## src/rtl/kpd_pkg.sv

```systemverilog
// kpd_pkg: shared definitions for the keypad scanner and related scanned
// peripherals.
//   - Matrix geometry constants (KPD_ROWS, KPD_COLS) and key code width (KEY_W).
//   - kpd_frame_res_e : classification of one complete scan frame.
//   - kpd_state_e     : debounce FSM state, also exported on the debug port.
//   - count_low / lowest_low : helpers for active-low column vectors.
package kpd_pkg;

  localparam int KPD_ROWS = 4;
  localparam int KPD_COLS = 4;
  localparam int KEY_W    = 4;

  typedef enum logic [1:0] {
    NONE  = 2'd0,
    KEY   = 2'd1,
    MULTI = 2'd2
  } kpd_frame_res_e;

  typedef enum logic [1:0] {
    IDLE     = 2'd0,
    PRESS_DB = 2'd1,
    PRESSED  = 2'd2,
    REL_DB   = 2'd3
  } kpd_state_e;

  // Number of asserted (low) lines in an active-low column vector.
  function automatic logic [2:0] count_low(input logic [KPD_COLS-1:0] cols_n);
    logic [2:0] n;
    n = '0;
    for (int i = 0; i < KPD_COLS; i++) begin
      n = n + {2'b00, ~cols_n[i]};
    end
    return n;
  endfunction

  // Index of the lowest-numbered low column; 0 when none is low.
  function automatic logic [1:0] lowest_low(input logic [KPD_COLS-1:0] cols_n);
    logic [1:0] idx;
    idx = '0;
    for (int i = KPD_COLS - 1; i >= 0; i--) begin
      if (!cols_n[i]) idx = 2'(i);
    end
    return idx;
  endfunction

endpackage

```

## src/rtl/kpd_tick_gen.sv

```systemverilog
// kpd_tick_gen: free-running prescaler producing a one-cycle strobe every
// DIV clocks. Usable by any scanned peripheral (keypad, display mux, ...).
// Ports:
//   clk  - system clock, rising edge
//   rst  - asynchronous, active-low reset (prescaler returns to 0)
//   tick - high for one cycle when the prescaler is at DIV-1
module kpd_tick_gen #(
  parameter int DIV = 4
) (
  input  logic clk,
  input  logic rst,
  output logic tick
);

  localparam int PW = (DIV > 1) ? $clog2(DIV) : 1;

  logic [PW-1:0] presc_q, presc_d;

  assign tick = (presc_q == PW'(DIV - 1));

  always_comb begin
    presc_d = tick ? '0 : presc_q + PW'(1);
  end

  always_ff @(posedge clk or negedge rst) begin
    if (!rst) presc_q <= '0;
    else      presc_q <= presc_d;
  end

endmodule

```

## src/rtl/keypad_scan.sv

```systemverilog
// keypad_scan: 4x4 matrix keypad scanner with whole-frame debouncing.
// Drives one row low at a time, samples the synchronised active-low columns
// at the end of each row slot, classifies each full 4-row frame as NONE, a
// single KEY or MULTI (chord/ghost), and debounces press and release over
// DEBOUNCE_FRAMES identical frames.
// Ports:
//   clk       - system clock, rising edge
//   rst       - asynchronous, active-low reset
//   col       - keypad columns, active-low, asynchronous to clk
//   row       - keypad row drive, active-low, one-hot-low
//   key_code  - last accepted key, {row_idx, col_idx}
//   key_valid - one-cycle pulse on each accepted press
//   key_down  - high while an accepted key is held
//   dbg_state - current debounce FSM state (observation only)
// DIV = CLK_FREQ/SCAN_FREQ must be >= 4; DEBOUNCE_FRAMES must be >= 1.
module keypad_scan
  import kpd_pkg::*;
#(
  parameter int CLK_FREQ        = 100_000_000,
  parameter int SCAN_FREQ       = 1000,
  parameter int DEBOUNCE_FRAMES = 4
) (
  input  logic             clk,
  input  logic             rst,
  input  logic [3:0]       col,
  output logic [3:0]       row,
  output logic [KEY_W-1:0] key_code,
  output logic             key_valid,
  output logic             key_down,
  output kpd_state_e       dbg_state
);

  localparam int DIV   = CLK_FREQ / SCAN_FREQ;
  localparam int CNT_W = $clog2(DEBOUNCE_FRAMES + 1);
  localparam logic [CNT_W-1:0] DB_MAX = CNT_W'(DEBOUNCE_FRAMES);

  // ---------------------------------------------------------------- tick
  logic tick;

  kpd_tick_gen #(.DIV(DIV)) u_tick (
    .clk  (clk),
    .rst  (rst),
    .tick (tick)
  );

  // --------------------------------------------------------- synchroniser
  logic [3:0] col_meta_q, col_s_q;

  always_ff @(posedge clk or negedge rst) begin
    if (!rst) begin
      col_meta_q <= 4'hF;
      col_s_q    <= 4'hF;
    end else begin
      col_meta_q <= col;
      col_s_q    <= col_meta_q;
    end
  end

  // ------------------------------------------------------------- row scan
  logic [1:0] row_idx_q, row_idx_d;

  assign row_idx_d = tick ? row_idx_q + 2'd1 : row_idx_q;
  assign row       = ~(4'b0001 << row_idx_q);

  // ------------------------------------------------------ frame accumulate
  // hits saturates at 2: anything beyond one hit is already MULTI.
  logic [1:0]       hits_q, hits_d, hits_new;
  logic [KEY_W-1:0] first_q, first_d, first_new;
  logic [2:0]       lows, hits_sum;
  logic             frame_end;
  kpd_frame_res_e   frame_res;

  always_comb begin
    lows      = count_low(col_s_q);
    hits_sum  = {1'b0, hits_q} + lows;
    hits_new  = (hits_sum >= 3'd2) ? 2'd2 : hits_sum[1:0];
    // Only the first hit of a frame is recorded; with one hit it is the key.
    first_new = (hits_q == 2'd0 && lows != 3'd0)
              ? {row_idx_q, lowest_low(col_s_q)} : first_q;
    frame_end = tick && (row_idx_q == 2'd3);

    case (hits_new)
      2'd0:    frame_res = NONE;
      2'd1:    frame_res = KEY;
      default: frame_res = MULTI;
    endcase

    hits_d  = hits_q;
    first_d = first_q;
    if (frame_end) begin
      hits_d  = '0;
      first_d = '0;
    end else if (tick) begin
      hits_d  = hits_new;
      first_d = first_new;
    end
  end

  always_ff @(posedge clk or negedge rst) begin
    if (!rst) begin
      row_idx_q <= '0;
      hits_q    <= '0;
      first_q   <= '0;
    end else begin
      row_idx_q <= row_idx_d;
      hits_q    <= hits_d;
      first_q   <= first_d;
    end
  end

  // ------------------------------------------------------- debounce FSM
  kpd_state_e       state_q, state_d;
  logic [CNT_W-1:0] cnt_q, cnt_d, cnt_inc;
  logic [KEY_W-1:0] cand_q, cand_d;
  logic [KEY_W-1:0] code_q, code_d;
  logic             valid_q, valid_d;
  logic             down_q, down_d;

  // State register
  always_ff @(posedge clk or negedge rst) begin
    if (!rst) begin
      state_q <= IDLE;
      cnt_q   <= '0;
      cand_q  <= '0;
      code_q  <= '0;
      valid_q <= 1'b0;
      down_q  <= 1'b0;
    end else begin
      state_q <= state_d;
      cnt_q   <= cnt_d;
      cand_q  <= cand_d;
      code_q  <= code_d;
      valid_q <= valid_d;
      down_q  <= down_d;
    end
  end

  // Next-state logic; the FSM only moves on a frame-end tick.
  always_comb begin
    state_d = state_q;
    cnt_d   = cnt_q;
    cand_d  = cand_q;
    code_d  = code_q;
    valid_d = 1'b0;
    down_d  = down_q;
    cnt_inc = (cnt_q == DB_MAX) ? cnt_q : cnt_q + CNT_W'(1);

    if (frame_end) begin
      case (state_q)
        IDLE: begin
          if (frame_res == KEY) begin
            if (DEBOUNCE_FRAMES == 1) begin
              state_d = PRESSED;
              code_d  = first_new;
              valid_d = 1'b1;
              down_d  = 1'b1;
              cnt_d   = '0;
            end else begin
              state_d = PRESS_DB;
              cand_d  = first_new;
              cnt_d   = CNT_W'(1);
            end
          end
        end
        PRESS_DB: begin
          if (frame_res == KEY && first_new == cand_q) begin
            cnt_d = cnt_inc;
            if (cnt_inc == DB_MAX) begin
              state_d = PRESSED;
              code_d  = cand_q;
              valid_d = 1'b1;
              down_d  = 1'b1;
            end
          end else if (frame_res == KEY) begin
            cand_d = first_new;
            cnt_d  = CNT_W'(1);
          end else begin
            state_d = IDLE;
            cnt_d   = '0;
          end
        end
        PRESSED: begin
          // Rollover: any KEY or MULTI while held is ignored.
          if (frame_res == NONE) begin
            if (DEBOUNCE_FRAMES == 1) begin
              state_d = IDLE;
              down_d  = 1'b0;
              cnt_d   = '0;
            end else begin
              state_d = REL_DB;
              cnt_d   = CNT_W'(1);
            end
          end
        end
        REL_DB: begin
          if (frame_res == NONE) begin
            cnt_d = cnt_inc;
            if (cnt_inc == DB_MAX) begin
              state_d = IDLE;
              down_d  = 1'b0;
              cnt_d   = '0;
            end
          end else begin
            state_d = PRESSED;
            cnt_d   = '0;
          end
        end
        default: state_d = IDLE;
      endcase
    end
  end

  // Outputs (all registered upstream)
  always_comb begin
    key_code  = code_q;
    key_valid = valid_q;
    key_down  = down_q;
    dbg_state = state_q;
  end

endmodule

```

## config.mk

```make
export PLATFORM = sky130hd
export DESIGN_NAME = keypad_scan
export DESIGN_NICKNAME = d
export VERILOG_FILES = /design/src/rtl/kpd_pkg.sv /design/src/rtl/kpd_tick_gen.sv /design/src/rtl/keypad_scan.sv
export SDC_FILE = /design/constraint.sdc
export NUM_CORES = 1
export LEC_CHECK = 0
export ABC_CLOCK_PERIOD_IN_PS = 4200
export BUFFER_PORTS_ARGS = -buffer_cell sky130_fd_sc_hd__buf_2
export CAP_MARGIN = 20
export CORE_MARGIN = 8
export CORE_UTILIZATION = 60
export DETAILED_ROUTE_END_ITERATION = 10
export GPL_ROUTABILITY_DRIVEN = 1
export HOLD_SLACK_MARGIN = 0.08
export PLACE_DENSITY = 0.82
export SLEW_MARGIN = 5
export SYNTH_ARGS = -nofsm -noshare
export SYNTH_HDL_FRONTEND = slang
export SYNTH_SLANG_ARGS = --single-unit
```

## constraint.sdc

```tcl
create_clock -name clk -period 4.2 [get_ports clk]
set_input_delay 0.21 -clock clk [delete_from_list [all_inputs] [get_ports clk]]
set_output_delay 0.21 -clock clk [all_outputs]
set_load 0.03 [all_outputs]
```

==> impl_summary.md, run 1 <==
Status
The flow ran to the end, and the final reports show no timing, DRC or antenna violations.

GRT
The initial antenna violation count was 0. Global routing used 16.7% of the available tracks. The number of global-route vias before repair is 1821. The total overflow reported by the global router is 0. Entering global routing, the biggest net connects 49 pins. The first global-routing pass estimated 8.56 mm of wire.

STA
Setup repair after global routing left no endpoint under its margin. The shortest period the worst path allows is 3.62 ns. Headroom to the max-slew limit came out at 55.3%. Setup violations remaining at the end of the flow were counted as 0. The number of endpoints with negative hold slack in the final report is 0.

The slew of the pin with the lowest slew margin is 0.665 ns. After layout, the worst path uses 86.3% of the clock period. The maximum clock skew at final layout is 0.0108 ns. After routing, the total negative slack on setup checks comes to 0 ns.

The max-slew violation total from the final report was 0. The achievable clock frequency is 276 MHz.

Critical path
The sort of element at the end of the critical path is a flip-flop. The critical path data required time is 4.40 ns. The kind of cell with the highest combined delay along the critical path is adder cells. In this run the worst path has a maximum fanout of 5.

The largest single stage delay on the critical path is 0.56 ns. Data arrives at the worst endpoint at 3.82 ns. Together, buffers and inverters on the worst path number 1. The critical path class is flip-flop to flip-flop. The cell with the largest stage delay on the worst path is dfstp_2.

In this run the critical register-to-register path is launched from col_s_q[0]. Traced cell by cell, the critical path runs through inv_1, fa_1, ha_1, ha_1, fa_1, xor2_1, nor2_1, and3_1, nand3_1, a31oi_1, mux2_2. The startpoint kind of the worst setup timing path is a flip-flop. The worst register-to-register path ends at cand_q[0]. The number of cells on the worst reg-to-reg path is 11.

Across all register-to-register paths, the minimum setup slack is 0.58 ns.

Synth
In the post-synthesis netlist, the biggest area contributors are dfrtp_1, dfstp_2, ha_1. The count of warnings emitted by yosys is 0. dfrtp_1 is the most common cell in the netlist. The mapped netlist covers 2550 um2. Ranked by instance count, the synthesized netlist is headed by dfrtp_1, nand2_1, nor2_1, o21ai_0, nand3_1.

After technology mapping, the gate count stands at 247. The cell taking the most area after synthesis is dfrtp_1. The number of synthesized flops with an enable pin is 0.

The average cell area after synthesis is 10.3 um2. The synthesized net count is 265. The count of different cell masters after synthesis is 47.

The flip-flop cell with the highest count after synthesis is dfrtp_1. The proportion of synthesized chip area in sequential cells is 47.6%. The proportion of netlist area held by the largest area contributor is 39.3%. The share of async-settable or async-resettable flops after synthesis is 100%.

After synthesis the netlist holds a flip-flop and latch count of 48.

Clocking
The clock tree root buffer cell is clkbuf_8. TritonCTS built the clock tree. The number of cells upsized or downsized after cts is 0. The number of buffers created by CTS is 5. The clock latency at the later pin of the worst-skew pair is 0.31 ns. The number of buffers inserted by post-CTS setup repair is 0. The maximum clock insertion buffer count is 2.

The H-tree depth reported by CTS is 2. The total number of clock tree sinks is 48. The quantity of hold-fixing buffers added after cts is 4. Clock-pin slew was measured on the worst setup and hold paths at 0.10 ns.

Die
The number of top-level pins is 18. The core region is 4060 um2. Measured along the y axis, the die boundary spans 81.1 um. The floorplan has 23 rows. The x dimension of the die is 81.1 um. The initial cell density of the core is 62.8%. The floorplan step defined a die boundary enclosing 6580 um2.

Final layout
The total inserted antenna cells is 0. The net count of the finished layout is 292. The area growth from synthesis to layout is 12.8%. Of the cells placed in the final design, the portion with a size suffix greater than 1 is 19.3%. The layout has 302 filler cells.

Power and ir drop
The final total power is 893 uW. The internal power summed over all cells is 678 uW. The leakage power total is 1.30 nW.

Per report_power, the sequential group accounts for 52.8% of the total. Net switching is 24.0% of the power. The maximum vdd ir drop is 0.208 mV. The share of total power dissipated in combinational logic is 8.7%.

The relative contribution of the clock network to total power is 38.5%. The net switching power figure is 214 uW. The power density over the cells is 311 nW/um2.

Detailed routing
The routed layout has 1868 vias. The DRC violations left is 0. The number of optimization iterations in the first detailed-route pass is 4. For this block, the routed nets add up to 4.98 mm of wire. The per-cell via count in the routed design is 5.75.

The number of DRC markers after the initial detailed-route iteration is 130. Dividing the detail-routed wire length by the instance count gives 15.3 um. The count of nets left with antenna violations once routing finished came out at 0.

Job
The max-cap check violation count is 0.

Place
The final weighted congestion in routability-driven placement is 0.901. The placed wire-length estimate after detailed placement is 3.43 mm. In this run the tool buffered the top-level ports with 17 buffer cells.

Worst hold path
In this run the worst hold path is classified as input pin to async pin.
routing by layer:
| layer | routed length (um) | GRT usage, % | vias up |
|---|---|---|---|
| met4 | 67 | 7.14 | 0 |
| met5 | 0 | 0 | - |
| li1 | - | - | 931 |
| met2 | 2310 | 25.3 | 33 |
| met3 | 218 | 4.42 | 7 |
| met1 | 2390 | 22.0 | 897 |
stage by stage:
| step | std cells | worst slack (ns) | hold slack (ns) | util (%) | cell area (um2) |
|---|---|---|---|---|---|
| finish | 325 | 0.576 | 0.312 | 70.8 | 2870 |
| floorplan | 247 | 0.855 | -0.0856 | - | 2550 |
| CTS | 323 | 0.573 | 0.116 | 70.1 | 2840 |
| global route | 325 | 0.380 | 0.344 | 70.8 | 2870 |
| global placement | 311 | 0.755 | 0.315 | 66.2 | 2690 |
| detailed placement | 311 | 0.604 | 0.316 | 66.2 | 2690 |
cells in the final DEF (no fill, tap or decap), types with 3 or more instances in the layout:
cell type and n:
mux2_2 6, nor2_1 17, or3_1 4, and3_1 5, a31oi_1 4, dfrtp_1 40, nand4_1 7, xnor2_1 7
inv_1 13, and2_1 3, nand2_1 28, buf_2 17, nand3_1 14, a21oi_1 9, ha_1 10, dfstp_2 8
clkbuf_8 5, xor2_1 10, dlygate4sd3_1 5, o21ai_0 17, nor3_1 6
logic make-up (layout without fill, tap and decap cells):
group,count (synthesis),count (layout),share of synthesized area (%)
flip-flops,48,48,47.6
AND/OR/NAND/NOR,103,103,22.8
XOR/XNOR,17,17,5.85
AO/OA/AOI/OAI,43,43,11.7
adder cells (fa/ha/maj),12,12,6.49
multiplexers,7,7,3.05
buffers and inverters,17,45,2.51
worst max path at each step:
stage / startpoint / end / slack [ns] / depth (start not counted)
3_5_place_dp: col_s_q[0] / cand_q[0] / 0.60 / 11
4_1_cts: col_s_q[0] / cand_q[0] / 0.57 / 11
5_1_grt: col_s_q[0] / cand_q[0] / 0.38 / 11
3_3_place_gp: col_s_q[0] / cand_q[0] / 0.76 / 11
6_report: col_s_q[0] / cand_q[0] / 0.58 / 11
2_1_floorplan: col_s_q[0] / cand_q[0] / 0.86 / 11
registers in the layout, summed over array words and instances, names as in the netlist:
name / flops
u_tick.presc_q: 17
cand_q: 4
col_meta_q: 4
col_s_q: 4
first_q: 4
key_code: 4
cnt_q: 3
dbg_state: 2
hits_q: 2
row_idx_q: 2
key_down: 1
key_valid: 1
cell type report:
type	instances	area [um2]	area share, %
multi-input combinational	182	1270	44.3
sequential	48	1210	42.2
timing repair buffer	24	163	5.66
clock buffer	5	68.8	2.40
tap	50	62.6	2.18
inverter	13	48.8	1.70
clock inverter	3	47.5	1.66
power groups by stage:
stage	logic [mW]	registers, mW	clock network [mW]
floorplan	0.0497	0.480	0
finish	0.0778	0.471	0.343
CTS	0.0753	0.471	0.350
global placement	0.0694	0.480	0
detailed placement	0.0711	0.480	0
global route	0.0866	0.472	0.370
Note: power is estimated with default switching activity, not from simulation.
==> run 2, diff against run 1 <==
ABC_CLOCK_PERIOD_IN_PS = 3200   (was 4200)
CORE_UTILIZATION = 54   (was 60)
PLACE_DENSITY = 0.78   (was 0.82)
clock period = 3.2 ns   (was 4.2 ns; I/O delays follow)
==> run 2 against run 1 <==
The run now ends with setup timing left. Critical path depth is 1 lower. Die area is 8.9% higher. Via count is 8.0% higher. Total power is 36% higher. Critical endpoint is now key_code[1]. Largest cell class unchanged. Highest routed layer unchanged.
==> impl_summary.md, run 2 (synthesis results as in run 1) <==
Place
The post-place setup slack was -0.0556 ns (-0.660 ns). The placed wire-length estimate after detailed placement came to 3.79 mm (+10%). The number of port buffers was 17 (unchanged).

The final weighted congestion in routability-driven placement came to 0.867 (-3.8%).

Power and ir drop
The maximum vdd ir drop is 0.337 mV (+62%). The final total power is 1.21 mW (+36%). The proportion of power drawn by flip-flops and latches is 51.1% (-1.7 points). The leakage power total was 1.38 nW (+5.8%). The power density over the cells was 388 nW/um2 (+25%).

The net switching power figure is 282 uW (+31%). The portion of total power attributed to combinational logic came to 13.6% (+4.9 points). The relative contribution of the clock network to total power was 35.3% (-3.2 points). The switching portion of total power was 23.3% (-0.73 points). The internal power summed over all cells is 928 uW (+37%).

Die
The vertical extent of the die came to 84.7 um (+4.3%). The number of top-level pins came to 18 (unchanged). The area of the die is 7170 um2 (+8.9%). The standard-cell row count is 25 (+8.7%). The x dimension of the die came to 84.7 um (+4.3%). The initial cell density of the core came to 55.0% (-7.8 points). The floorplan core area is 4630 um2 (+14%).

Detailed routing
The number of optimization iterations in the first detailed-route pass is 4 (unchanged). The DRC violations left came to 0 (unchanged). The per-cell via count in the routed design is 5.85 (+1.8%).

The total routed wirelength is 5.62 mm (+13%). The total number of vias is 2018 (+8.0%). The post-detailed-route count of antenna-violating nets came to 0 (unchanged).

The wire length per cell is 16.3 um (+6.4%). The number of DRC markers after the initial detailed-route iteration is 122 (-6.2%).

Final layout
The total of fill cells in the finished design is 359 (+19%). The net total in the final layout came to 308 (+5.5%). The register area is 1210 um2 (unchanged). From synthesis to final layout, the design area changed by 22.4%. The total inserted antenna cells was 0 (unchanged). Leaving out fill and tap cells, the most frequent cells in the layout are dfrtp_1, nand2_1, buf_2, nor2_1, buf_4.

Leaving out fill and tap cells, the most frequent cell in the layout is dfrtp_1. The multi-input gate area in the final layout is 1390 um2 (+9.4%). The ratio of cells with drive above 1 in the final layout is 28.9% (+9.6 points). The number of flip-flops in the largest register is 17 (unchanged). The register with the most flip-flops in the final layout is u_tick.presc_q.

Worst hold path
The path class of the tightest hold or removal check is input pin to async pin.

Status
The checks that failed: setup timing. The flow ran to the end, but the final reports show violations.

STA
The slew of the pin with the lowest slew margin was 0.608 ns (-0.0569 ns). The achievable clock frequency was 311 MHz (+13%). The ratio of final minimum period to clock period is 100% (+14 points). The worst setup margin is -0.0151 ns (-0.591 ns).

The shortest period the worst path allows came to 3.22 ns (-0.409 ns). The worst-case headroom to the max-slew limit was 59.5% (+4.1 points). The total of endpoints with negative setup slack in the final report was 4 (+4). Setup repair after global routing could not meet its margin everywhere. The max-slew violation total from the final report came to 0 (unchanged). The number of endpoints with negative hold slack in the final report is 0 (unchanged). The maximum clock skew at final layout is 0.00532 ns (-0.00553 ns). The worst-case hold slack came to 0.236 ns (-0.0757 ns).

Clocking
The number of buffers created by CTS came to 5 (unchanged). The clock tree root buffer cell is clkbuf_8. The total number of clock tree sinks came to 48 (unchanged). The H-tree depth reported by CTS was 2 (unchanged). The clock input transition at the sequential cells of the worst setup and hold paths came to 0.09 ns (about the same). The clock latency at the later pin of the worst-skew pair is 0.30 ns (about the same). TritonCTS built the clock tree.

The maximum clock insertion buffer count was 2 (unchanged).

Critical path
Walking the worst path, the cells encountered are inv_1, fa_1, ha_4, ha_4, or3_4, o2111ai_2, nand3b_1, a32oi_4, nand4_4, mux2_2. The sort of element at the end of the critical path is a flip-flop. The worst-path maximum fanout was 5 (unchanged). The reg-to-reg critical path startpoint is col_s_q[1]. The most numerous cell on the critical path is ha_4. The first element of the critical path is col_s_q[1]. The critical path class is flip-flop to flip-flop. The critical path data required time was 3.39 ns (-1.01 ns).

The delay of the slowest cell on the worst path is 0.53 ns (-0.03 ns). The arrival time of the worst setup path is 3.40 ns (-0.42 ns). The cell with the largest stage delay on the worst path is dfstp_2. The worst setup path is launched from a flip-flop.

GRT
The number of global-route vias before repair came to 2020 (+11%). The global-route wire length before repair came to 9.27 mm (+8.3%). The total routing usage reported by global routing is 15.8% (-0.84 points). The initial antenna violation count came to 0 (unchanged). The pin count of the biggest net entering global routing is 49 (unchanged). The total overflow reported by the global router is 0 (unchanged).

Job
The max-cap check violation count was 0 (unchanged).
-- run 2: worst paths after layout --
check | cells after the start | end | slack (ns)
worst max register to register | 10 | key_code[1] | -0.02
max in group asynchronous | 3 | col_s_q[0] | 2.43
worst min register to register | 0 | col_s_q[2] | 0.36
worst max-delay path | 10 | key_code[1] | -0.02
worst min-delay path | 2 | key_down | 0.24
min in group clk | 0 | col_s_q[2] | 0.36
-- run 2: metrics by stage --
stage          cells  util (%)  TNS, ns  instance area [um2]
2_1_floorplan    247         -        0                 2580
3_3_place_gp     324      60.4        0                 2790
3_5_place_dp     324      60.4   -0.261                 2790
4_1_cts          337      63.8  -0.0869                 2960
5_1_grt          345      67.3   -0.827                 3120
6_report         345      67.3  -0.0481                 3120
-- run 2: final cells by class --
cell class	instances	area share [%]
multi-input combinational	182	44.6
sequential	48	38.9
timing repair buffer	40	9.31
clock buffer	6	2.33
tap	54	2.17
inverter	13	1.57
clock inverter	2	1.12
-- run 2: routing by layer --
layer  up-vias  GRT usage [%]  wire length [um]
li1        952              -                 -
met1      1017           18.5              2490
met2        37           27.2              2850
met3        12           4.00               169
met4         0           5.83               111
met5         -              0                 0
-- run 2: timing repair --
item / in CTS / in global routing
hold buffers: 5 / 0
pin swaps: 0 / 12
setup endpoints to repair: 9 / 12
hold endpoints to repair: 18 / 0
resized for setup: 1 / 23
setup buffers: 0 / 7
-- run 2: power groups by stage --
stage          clock, mW  sequential (mW)  combinational, mW
2_1_floorplan          0            0.630             0.0790
3_3_place_gp           0            0.630              0.125
3_5_place_dp           0            0.630              0.129
4_1_cts            0.438            0.618              0.135
5_1_grt            0.456            0.619              0.179
6_report           0.427            0.618              0.165
-- run 2: worst max-delay path, delay by kind of cell, from the launching register on --
kind            cells  cell delay (ns)
fa+ha+maj           3             0.91
compound gates      2             0.50
simple gates        3             0.77
flops               1             0.53
mux                 1             0.32
buf+inv             1             0.08
